`src/rtl/microwave_pkg.sv`:
```
`default_nettype none
// ============================================================================
// Module   : microwave_pkg
// Purpose  : Shared types and constants for the microwave keypad front end.
//            Holds the entry-state encoding, the default heat time, the
//            largest accepted keypad digit and the power-level encoding.
// Contents : entry_state_t, DEFAULT_TIMER, MAX_DIGIT, POWER_HALF/POWER_FULL,
//            two_digit_value()
// Revision : 1.0  initial release
// ============================================================================
package microwave_pkg;

  typedef enum logic [1:0] {
    EMPTY = 2'd0,
    ONE   = 2'd1,
    TWO   = 2'd2
  } entry_state_t;

  localparam logic [6:0] DEFAULT_TIMER = 7'd60;
  localparam logic [3:0] MAX_DIGIT     = 4'd9;
  localparam logic       POWER_HALF    = 1'b0;
  localparam logic       POWER_FULL    = 1'b1;

  // tens*10 + units using shifts; both inputs are <= 9, so the result
  // never exceeds 99 and fits in 7 bits.
  function automatic logic [6:0] two_digit_value(input logic [3:0] tens,
                                                 input logic [3:0] units);
    logic [6:0] t7;
    t7 = {3'b000, tens};
    return (t7 << 3) + (t7 << 1) + {3'b000, units};
  endfunction

endpackage
`default_nettype wire

```
`src/rtl/key_debounce.sv`:
```
`default_nettype none
// ============================================================================
// Module   : key_debounce
// Purpose  : Two-flop synchronizer followed by a per-bit stability counter.
//            A bit's debounced level takes the synchronized value only after
//            DEBOUNCE_CYCLES consecutive synchronized samples that differ
//            from the current level; any reversion restarts the count.
// Ports    : clk        - rising-edge clock
//            reset_n    - asynchronous active-low reset
//            raw_i      - asynchronous raw input(s)
//            sync_o     - synchronized (not debounced) input(s)
//            level_o    - debounced level(s)
// Revision : 1.0  initial release
// ============================================================================
module key_debounce #(
  parameter int DEBOUNCE_CYCLES = 4,
  parameter int WIDTH           = 1
) (
  input  logic             clk,
  input  logic             reset_n,
  input  logic [WIDTH-1:0] raw_i,
  output logic [WIDTH-1:0] sync_o,
  output logic [WIDTH-1:0] level_o
);

  // Counter reaching LIMIT on a differing sample means this sample is the
  // DEBOUNCE_CYCLES-th consecutive one, so the level flips on this edge.
  localparam logic [7:0] c_LIMIT = 8'(DEBOUNCE_CYCLES - 1);

  logic [WIDTH-1:0] meta_q;
  logic [WIDTH-1:0] sync_q;

  always_ff @(posedge clk or negedge reset_n) begin
    if (!reset_n) begin
      meta_q <= '0;
      sync_q <= '0;
    end else begin
      meta_q <= raw_i;
      sync_q <= meta_q;
    end
  end

  assign sync_o = sync_q;

  for (genvar b = 0; b < WIDTH; b++) begin : g_bit
    logic [7:0] cnt_q;
    logic [7:0] cnt_d;
    logic       level_q;
    logic       level_d;

    always_comb begin
      cnt_d   = 8'd0;
      level_d = level_q;
      if (sync_q[b] != level_q) begin
        if (cnt_q == c_LIMIT) begin
          level_d = sync_q[b];
        end else begin
          cnt_d = cnt_q + 8'd1;
        end
      end
    end

    always_ff @(posedge clk or negedge reset_n) begin
      if (!reset_n) begin
        cnt_q   <= 8'd0;
        level_q <= 1'b0;
      end else begin
        cnt_q   <= cnt_d;
        level_q <= level_d;
      end
    end

    assign level_o[b] = level_q;
  end

endmodule
`default_nettype wire

```
`src/rtl/microwave_keypad.sv`:
```
`default_nettype none
// ============================================================================
// Module   : microwave_keypad
// Purpose  : Keypad and door front end of a microwave controller. Cleans up
//            raw switches, turns button presses into single-cycle events and
//            runs the two-digit time-entry state machine plus power toggle.
// Ports    : clk, reset_n          - clock, async active-low reset
//            door_raw              - raw door switch (1 = closed)
//            start_raw, cancel_raw, power_raw, digit_press_raw - raw buttons
//            digit_raw[3:0]        - keypad code, valid with digit_press_raw
//            entry_enable          - controller is in a programming state
//            door_status           - debounced door level
//            start_button, cancel_button - one-cycle press pulses
//            power                 - 0 = half, 1 = full
//            timer[6:0]            - programmed heat time in seconds
// Revision : 1.0  initial release
// ============================================================================
module microwave_keypad
  import microwave_pkg::*;
#(
  parameter int DEBOUNCE_CYCLES = 4
) (
  input  logic       clk,
  input  logic       reset_n,
  input  logic       door_raw,
  input  logic       start_raw,
  input  logic       cancel_raw,
  input  logic       power_raw,
  input  logic       digit_press_raw,
  input  logic [3:0] digit_raw,
  input  logic       entry_enable,
  output logic       door_status,
  output logic       start_button,
  output logic       cancel_button,
  output logic       power,
  output logic [6:0] timer
);

  // ------------------------------------------------------------------
  // Input conditioning
  // ------------------------------------------------------------------
  logic       w_door_lvl, w_start_lvl, w_cancel_lvl, w_power_lvl, w_dpress_lvl;
  logic       w_door_sync_unused, w_start_sync_unused, w_cancel_sync_unused;
  logic       w_power_sync_unused, w_dpress_sync_unused;
  logic [3:0] w_digit_sync;
  logic [3:0] w_digit_lvl_unused;

  key_debounce #(.DEBOUNCE_CYCLES(DEBOUNCE_CYCLES), .WIDTH(1)) u_db_door (
    .clk(clk), .reset_n(reset_n), .raw_i(door_raw),
    .sync_o(w_door_sync_unused), .level_o(w_door_lvl));

  key_debounce #(.DEBOUNCE_CYCLES(DEBOUNCE_CYCLES), .WIDTH(1)) u_db_start (
    .clk(clk), .reset_n(reset_n), .raw_i(start_raw),
    .sync_o(w_start_sync_unused), .level_o(w_start_lvl));

  key_debounce #(.DEBOUNCE_CYCLES(DEBOUNCE_CYCLES), .WIDTH(1)) u_db_cancel (
    .clk(clk), .reset_n(reset_n), .raw_i(cancel_raw),
    .sync_o(w_cancel_sync_unused), .level_o(w_cancel_lvl));

  key_debounce #(.DEBOUNCE_CYCLES(DEBOUNCE_CYCLES), .WIDTH(1)) u_db_power (
    .clk(clk), .reset_n(reset_n), .raw_i(power_raw),
    .sync_o(w_power_sync_unused), .level_o(w_power_lvl));

  key_debounce #(.DEBOUNCE_CYCLES(DEBOUNCE_CYCLES), .WIDTH(1)) u_db_dpress (
    .clk(clk), .reset_n(reset_n), .raw_i(digit_press_raw),
    .sync_o(w_dpress_sync_unused), .level_o(w_dpress_lvl));

  // The code bus is only sampled on a qualified press, so its synchronized
  // value is what matters; its debounced level is not used.
  key_debounce #(.DEBOUNCE_CYCLES(DEBOUNCE_CYCLES), .WIDTH(4)) u_db_digit (
    .clk(clk), .reset_n(reset_n), .raw_i(digit_raw),
    .sync_o(w_digit_sync), .level_o(w_digit_lvl_unused));

  // ------------------------------------------------------------------
  // Press detection: debounced 0->1 transitions
  // ------------------------------------------------------------------
  logic start_prev_q, cancel_prev_q, power_prev_q, dpress_prev_q;
  logic w_start_rise, w_cancel_rise, w_power_rise, w_digit_rise;

  always_ff @(posedge clk or negedge reset_n) begin
    if (!reset_n) begin
      start_prev_q  <= 1'b0;
      cancel_prev_q <= 1'b0;
      power_prev_q  <= 1'b0;
      dpress_prev_q <= 1'b0;
    end else begin
      start_prev_q  <= w_start_lvl;
      cancel_prev_q <= w_cancel_lvl;
      power_prev_q  <= w_power_lvl;
      dpress_prev_q <= w_dpress_lvl;
    end
  end

  assign w_start_rise  = w_start_lvl  & ~start_prev_q;
  assign w_cancel_rise = w_cancel_lvl & ~cancel_prev_q;
  assign w_power_rise  = w_power_lvl  & ~power_prev_q;
  assign w_digit_rise  = w_dpress_lvl & ~dpress_prev_q;

  // ------------------------------------------------------------------
  // Entry FSM: state register
  // ------------------------------------------------------------------
  entry_state_t state_q, state_d;
  logic [3:0]   units_q, units_d;
  logic [3:0]   tens_q, tens_d;
  logic         power_q, power_d;
  logic         start_button_q, start_button_d;
  logic         cancel_button_q, cancel_button_d;

  always_ff @(posedge clk or negedge reset_n) begin
    if (!reset_n) begin
      state_q         <= EMPTY;
      units_q         <= 4'd0;
      tens_q          <= 4'd0;
      power_q         <= POWER_HALF;
      start_button_q  <= 1'b0;
      cancel_button_q <= 1'b0;
    end else begin
      state_q         <= state_d;
      units_q         <= units_d;
      tens_q          <= tens_d;
      power_q         <= power_d;
      start_button_q  <= start_button_d;
      cancel_button_q <= cancel_button_d;
    end
  end

  // ------------------------------------------------------------------
  // Entry FSM: next-state logic. Cancel has priority over every other
  // event in the same cycle; start is dropped outside programming states.
  // ------------------------------------------------------------------
  always_comb begin
    state_d         = state_q;
    units_d         = units_q;
    tens_d          = tens_q;
    power_d         = power_q;
    cancel_button_d = w_cancel_rise;
    start_button_d  = w_start_rise & entry_enable & ~w_cancel_rise;

    if (w_cancel_rise) begin
      state_d = EMPTY;
      units_d = 4'd0;
      tens_d  = 4'd0;
      power_d = POWER_HALF;
    end else if (entry_enable) begin
      if (w_power_rise) begin
        power_d = (power_q == POWER_FULL) ? POWER_HALF : POWER_FULL;
      end
      if (w_digit_rise && (w_digit_sync <= MAX_DIGIT)) begin
        case (state_q)
          EMPTY: begin
            units_d = w_digit_sync;
            state_d = ONE;
          end
          ONE: begin
            tens_d  = units_q;
            units_d = w_digit_sync;
            state_d = TWO;
          end
          default: begin
            // Entry full: further digits are discarded.
          end
        endcase
      end
    end
  end

  // ------------------------------------------------------------------
  // Entry FSM: outputs
  // ------------------------------------------------------------------
  always_comb begin
    timer = DEFAULT_TIMER;
    case (state_q)
      ONE:     timer = {3'b000, units_q};
      TWO:     timer = two_digit_value(tens_q, units_q);
      default: timer = DEFAULT_TIMER;
    endcase
  end

  assign power         = power_q;
  assign start_button  = start_button_q;
  assign cancel_button = cancel_button_q;
  assign door_status   = w_door_lvl;

endmodule
`default_nettype wire

```
`config.mk`:
```
export PLATFORM = sky130hd
export DESIGN_NAME = microwave_keypad
export DESIGN_NICKNAME = d
export VERILOG_FILES = /design/src/rtl/microwave_pkg.sv /design/src/rtl/key_debounce.sv /design/src/rtl/microwave_keypad.sv
export SDC_FILE = /design/constraint.sdc
export NUM_CORES = 1
export LEC_CHECK = 0
export CORE_MARGIN = 3
export CORE_UTILIZATION = 50
export DETAILED_ROUTE_END_ITERATION = 7
export PLACE_DENSITY_LB_ADDON = 0.25
export SLEW_MARGIN = 25
export SYNTH_ARGS = -nofsm -noshare
export SYNTH_HDL_FRONTEND = slang
export SYNTH_SLANG_ARGS = --single-unit
```
`constraint.sdc`:
```
create_clock -name clk -period 2.3 [get_ports clk]
set_input_delay 0.23 -clock clk [delete_from_list [all_inputs] [get_ports clk]]
set_output_delay 0.23 -clock clk [all_outputs]
set_load 0.005 [all_outputs]
```
==> key figures <==
Pwr
  – Int Power: 0.00261 W
  – Switching Share: 32.3%
  – LEAKAGE: 1.91 nW
  – Sequential group share of total power: 48.5%
  – Combinational share of power: 27.5%
  – Power share of the clock group: 24.1%
  – Peak VDD IR: 0.524 mV
  – Pwr/cell area: 926 nW/µm²
  – NetSw: 0.00124 W

Timing
  – Final min period: 2.56 ns
  – Fmax: 0.391 GHz
  – Relative slew slack: 61.4%
  – Endpoints failing hold: 0
  – RSZ-0062 raised after global routing: yes
  – Final WS setup: -0.255 ns
  – Setup TNS: -0.860 ns
  – Worst-case clock skew: 0.0123 ns
  – Slew Limit Fails: 0
  – Tcrit/Tclk final: 111%
  – Final setup fails: 4
  – Worst Tran Pin Value: 0.578 ns

Clocking
  – H-tree depth: 3
  – Skew-Pair Late Insertion Delay: 0.34 ns
  – Clock transition at path regs: 0.08 ns
  – Root Driver: clkbuf_8
  – CTS tree: built
  – Max Root-Sink Buffers: 2
  – CTS Sinks: 80
  – CTS Buf Count: 9

Routing
  – Via count: 2,234
  – Initial drt markers: 128
  – First-pass detailed-route iteration total: 4
  – Drt wl/cell: 12.6 µm
  – Vias per cell: 5.00
  – Remaining antenna violation count after routing: 0
  – Final WL: 5650 µm
  – DRC: 0

Die
  – Core area: 6570 µm²
  – Die ar.: 8080 µm²
  – Initial Util: 53.6%
  – Die W: 89.9 µm
  – Die H: 89.9 µm
  – Ports: 23
  – Placement Rows: 29

Synthesis
  – Mux cell area share after synthesis: 4.30%
  – Synth Instances: 303
  – Syn_nets: 332
  – Top cell type's share of synthesized area: 56.9%
  – Adder-Cell Fraction of Synth Area: 6.47%
  – Synth Area in Simple Gates: 19.0%
  – XOR/XNOR share of the synthesized area: 8.46%
  – Synth Cell Area: 3520 µm²
  – Area contributors post-synth: dfrtp_1, ha_1, nor2_1
  – Sequential element share of the synthesized area: 56.9%
  – Ys Warns: 0
  – Synth unique cells: 31
  – Primary FF master, synth: dfrtp_1
  – Combinational family with the most area after synthesis: simple AND/OR/NAND/NOR gates
  – Post-Syn Area per Cell: 11.6 µm²
  – FF+latch count, synth: 80
  – Number of synthesized flops with an enable pin: 0
  – Synth Area in Compound Gates: 3.56%
  – Synth async-reset ratio: 100%
  – Largest area contributor in the netlist: dfrtp_1

Placed design
  – Number of port buffers: 22
  – RePlAce Congestion: 0.808
  – Final HPWL DP: 3930 µm

Run status
  – Status: finished with violations
  – Failing checks: setup timing

Finish
  – Nets: 378
  – Layout area overhead: 18.3%
  – Final Core Density: 63.4%
  – Antenna diodes: 0
  – Share of cells above drive strength 1: 17.2%

Global route
  – GRT Util Overall: 15.2%
  – Largest net degree at the start of global routing: 48
  – Vias in the first global route: 2,205
  – Total grt overflow: 0
  – Initial antenna violation count: 0
  – First-pass GRT wire length: 9960 µm

Min path
  – Hold Crit Class: input port to register

Setup path
  – Worst Path Arrival: 2.33 ns
  – Setup crit start kind: register
  – Crit Path Class: register to output pin
  – Crit end category: output pin
  – CP Data Required Time: 2.07 ns
  – Crit path max fanout: 2

Job
  – Max-cap viol count: 0
==> metrics by stage <==
stage                     cell area, µm²  cells  power, W  hold WS, ns  setup WS (ns)
final                               4160    447   0.00386        0.320         -0.255
after global routing                4160    447   0.00413        0.306         -0.353
after CTS                           4140    446   0.00389        0.303         -0.265
after detailed placement            3940    428   0.00296        0.268         -0.371
after global placement              3940    428   0.00293        0.268         -0.315
after floorplan                     3520    303   0.00252      -0.0656          0.166
==> sequential cells by signal, indices dropped and copies added (netlist names), 2 cells and up <==
register                 cells
u_db_door.g_bit.cnt_q        8
units_q                      4
u_db_dpress.g_bit.cnt_q      8
tens_q                       4
u_db_start.g_bit.cnt_q       8
u_db_digit.sync_o            4
u_db_digit.meta_q            4
u_db_cancel.g_bit.cnt_q      8
u_db_power.g_bit.cnt_q       8
state_q                      2
==> synthesized netlist by cell type (5+ instances only) <==
cell type  number
o21ai_0         5
nor4b_2         5
nand3_1        14
ha_1           15
a21oi_1         5
nor2_1         49
xnor2_1        17
dfrtp_1        80
mux2i_1         8
and3_1          8
nor3_1          8
nand2_1        24
xor2_1         17
inv_1          11
==> cells in the final DEF, fill, tap and decap left out, drive strengths merged, types with 4 or more instances in the layout <==
cell type,n
inv,13
nor4b,5
nor2,49
nor3,12
clkdlybuf4s50,17
mux2,5
and3,8
mux2i,8
xor2,17
xnor2,17
buf,17
nand2,24
o21ai,6
clkbuf,10
nand3,17
or3,4
ha,15
dfrtp,80
a21oi,5
==> logic make-up (layout without fill, tap and decap cells) <==
| family | count (synthesis) | in the layout |
|---|---|---|
| fa+ha+maj | 17 | 17 |
| xor+xnor | 34 | 34 |
| mux | 13 | 13 |
| flops | 80 | 80 |
| buf+inv | 12 | 63 |
| simple gates | 128 | 128 |
| compound gates | 19 | 19 |
==> final timing paths <==
path | from | to | depth (start not counted) | slack [ns]
min reg2reg | u_db_start.meta_q | u_db_start.sync_o | 0 | 0.34
min | digit_raw[0] | u_db_digit.meta_q[0] | 1 | 0.32
min in group asynchronous | reset_n | u_db_door.g_bit[0].cnt_q[7] | 2 | 0.43
max in group asynchronous | reset_n | units_q[3] | 3 | 1.29
max reg2reg | state_q[1] | tens_q[3] | 5 | 0.89
max | units_q[2] | timer[6] | 9 | -0.26
==> layer usage <==
| metal | global-route usage, % | wire length, µm | vias up |
|---|---|---|---|
| met2 | 22.6 | 2590 | 34 |
| met4 | 6.89 | 102 | 0 |
| li1 | - | - | 1109 |
| met1 | 21.3 | 2790 | 1080 |
| met5 | 0 | 0 | - |
| met3 | 3.51 | 164 | 11 |
==> power by group through the flow <==
stage / Clock [W] / Combinational, W / Sequential (W)
detailed placement: 0 / 0.00107 / 0.00189
global route: 0.00102 / 0.00120 / 0.00191
floorplan: 0 / 0.000666 / 0.00186
global placement: 0 / 0.00105 / 0.00188
finish: 0.000927 / 0.00106 / 0.00187
CTS: 0.000968 / 0.00106 / 0.00187
==> what timing repair did <==
| item | CTS | global route |
|---|---|---|
| gates resized for setup | 20 | 7 |
| pin swaps | 8 | 5 |
| hold endpoints to repair | 46 | 0 |
| hold buffers | 1 | 0 |
| endpoints found under the setup margin | 4 | 5 |
| buffers inserted | 1 | 1 |
==> cell type report <==
cell class              count  area, µm²
fillers                   507       2400
flip-flops and latches     80       2000
multi-input cells         211       1500
repair buffers             36        328
clock buffers              10        138
well taps                  93        116
clock inverters             6       42.5
inverters                  11       41.3
==> worst max-delay path, cell delays in order, from the launching register on <==
cell     delay, ns
dfrtp_1       0.40
ha_1          0.30
ha_2          0.17
inv_1         0.06
fa_2          0.41
nor2b_1       0.12
o21a_1        0.15
nor3_1        0.05
and4b_1       0.22
buf_2         0.11
Power figures use the tool's default switching activity.
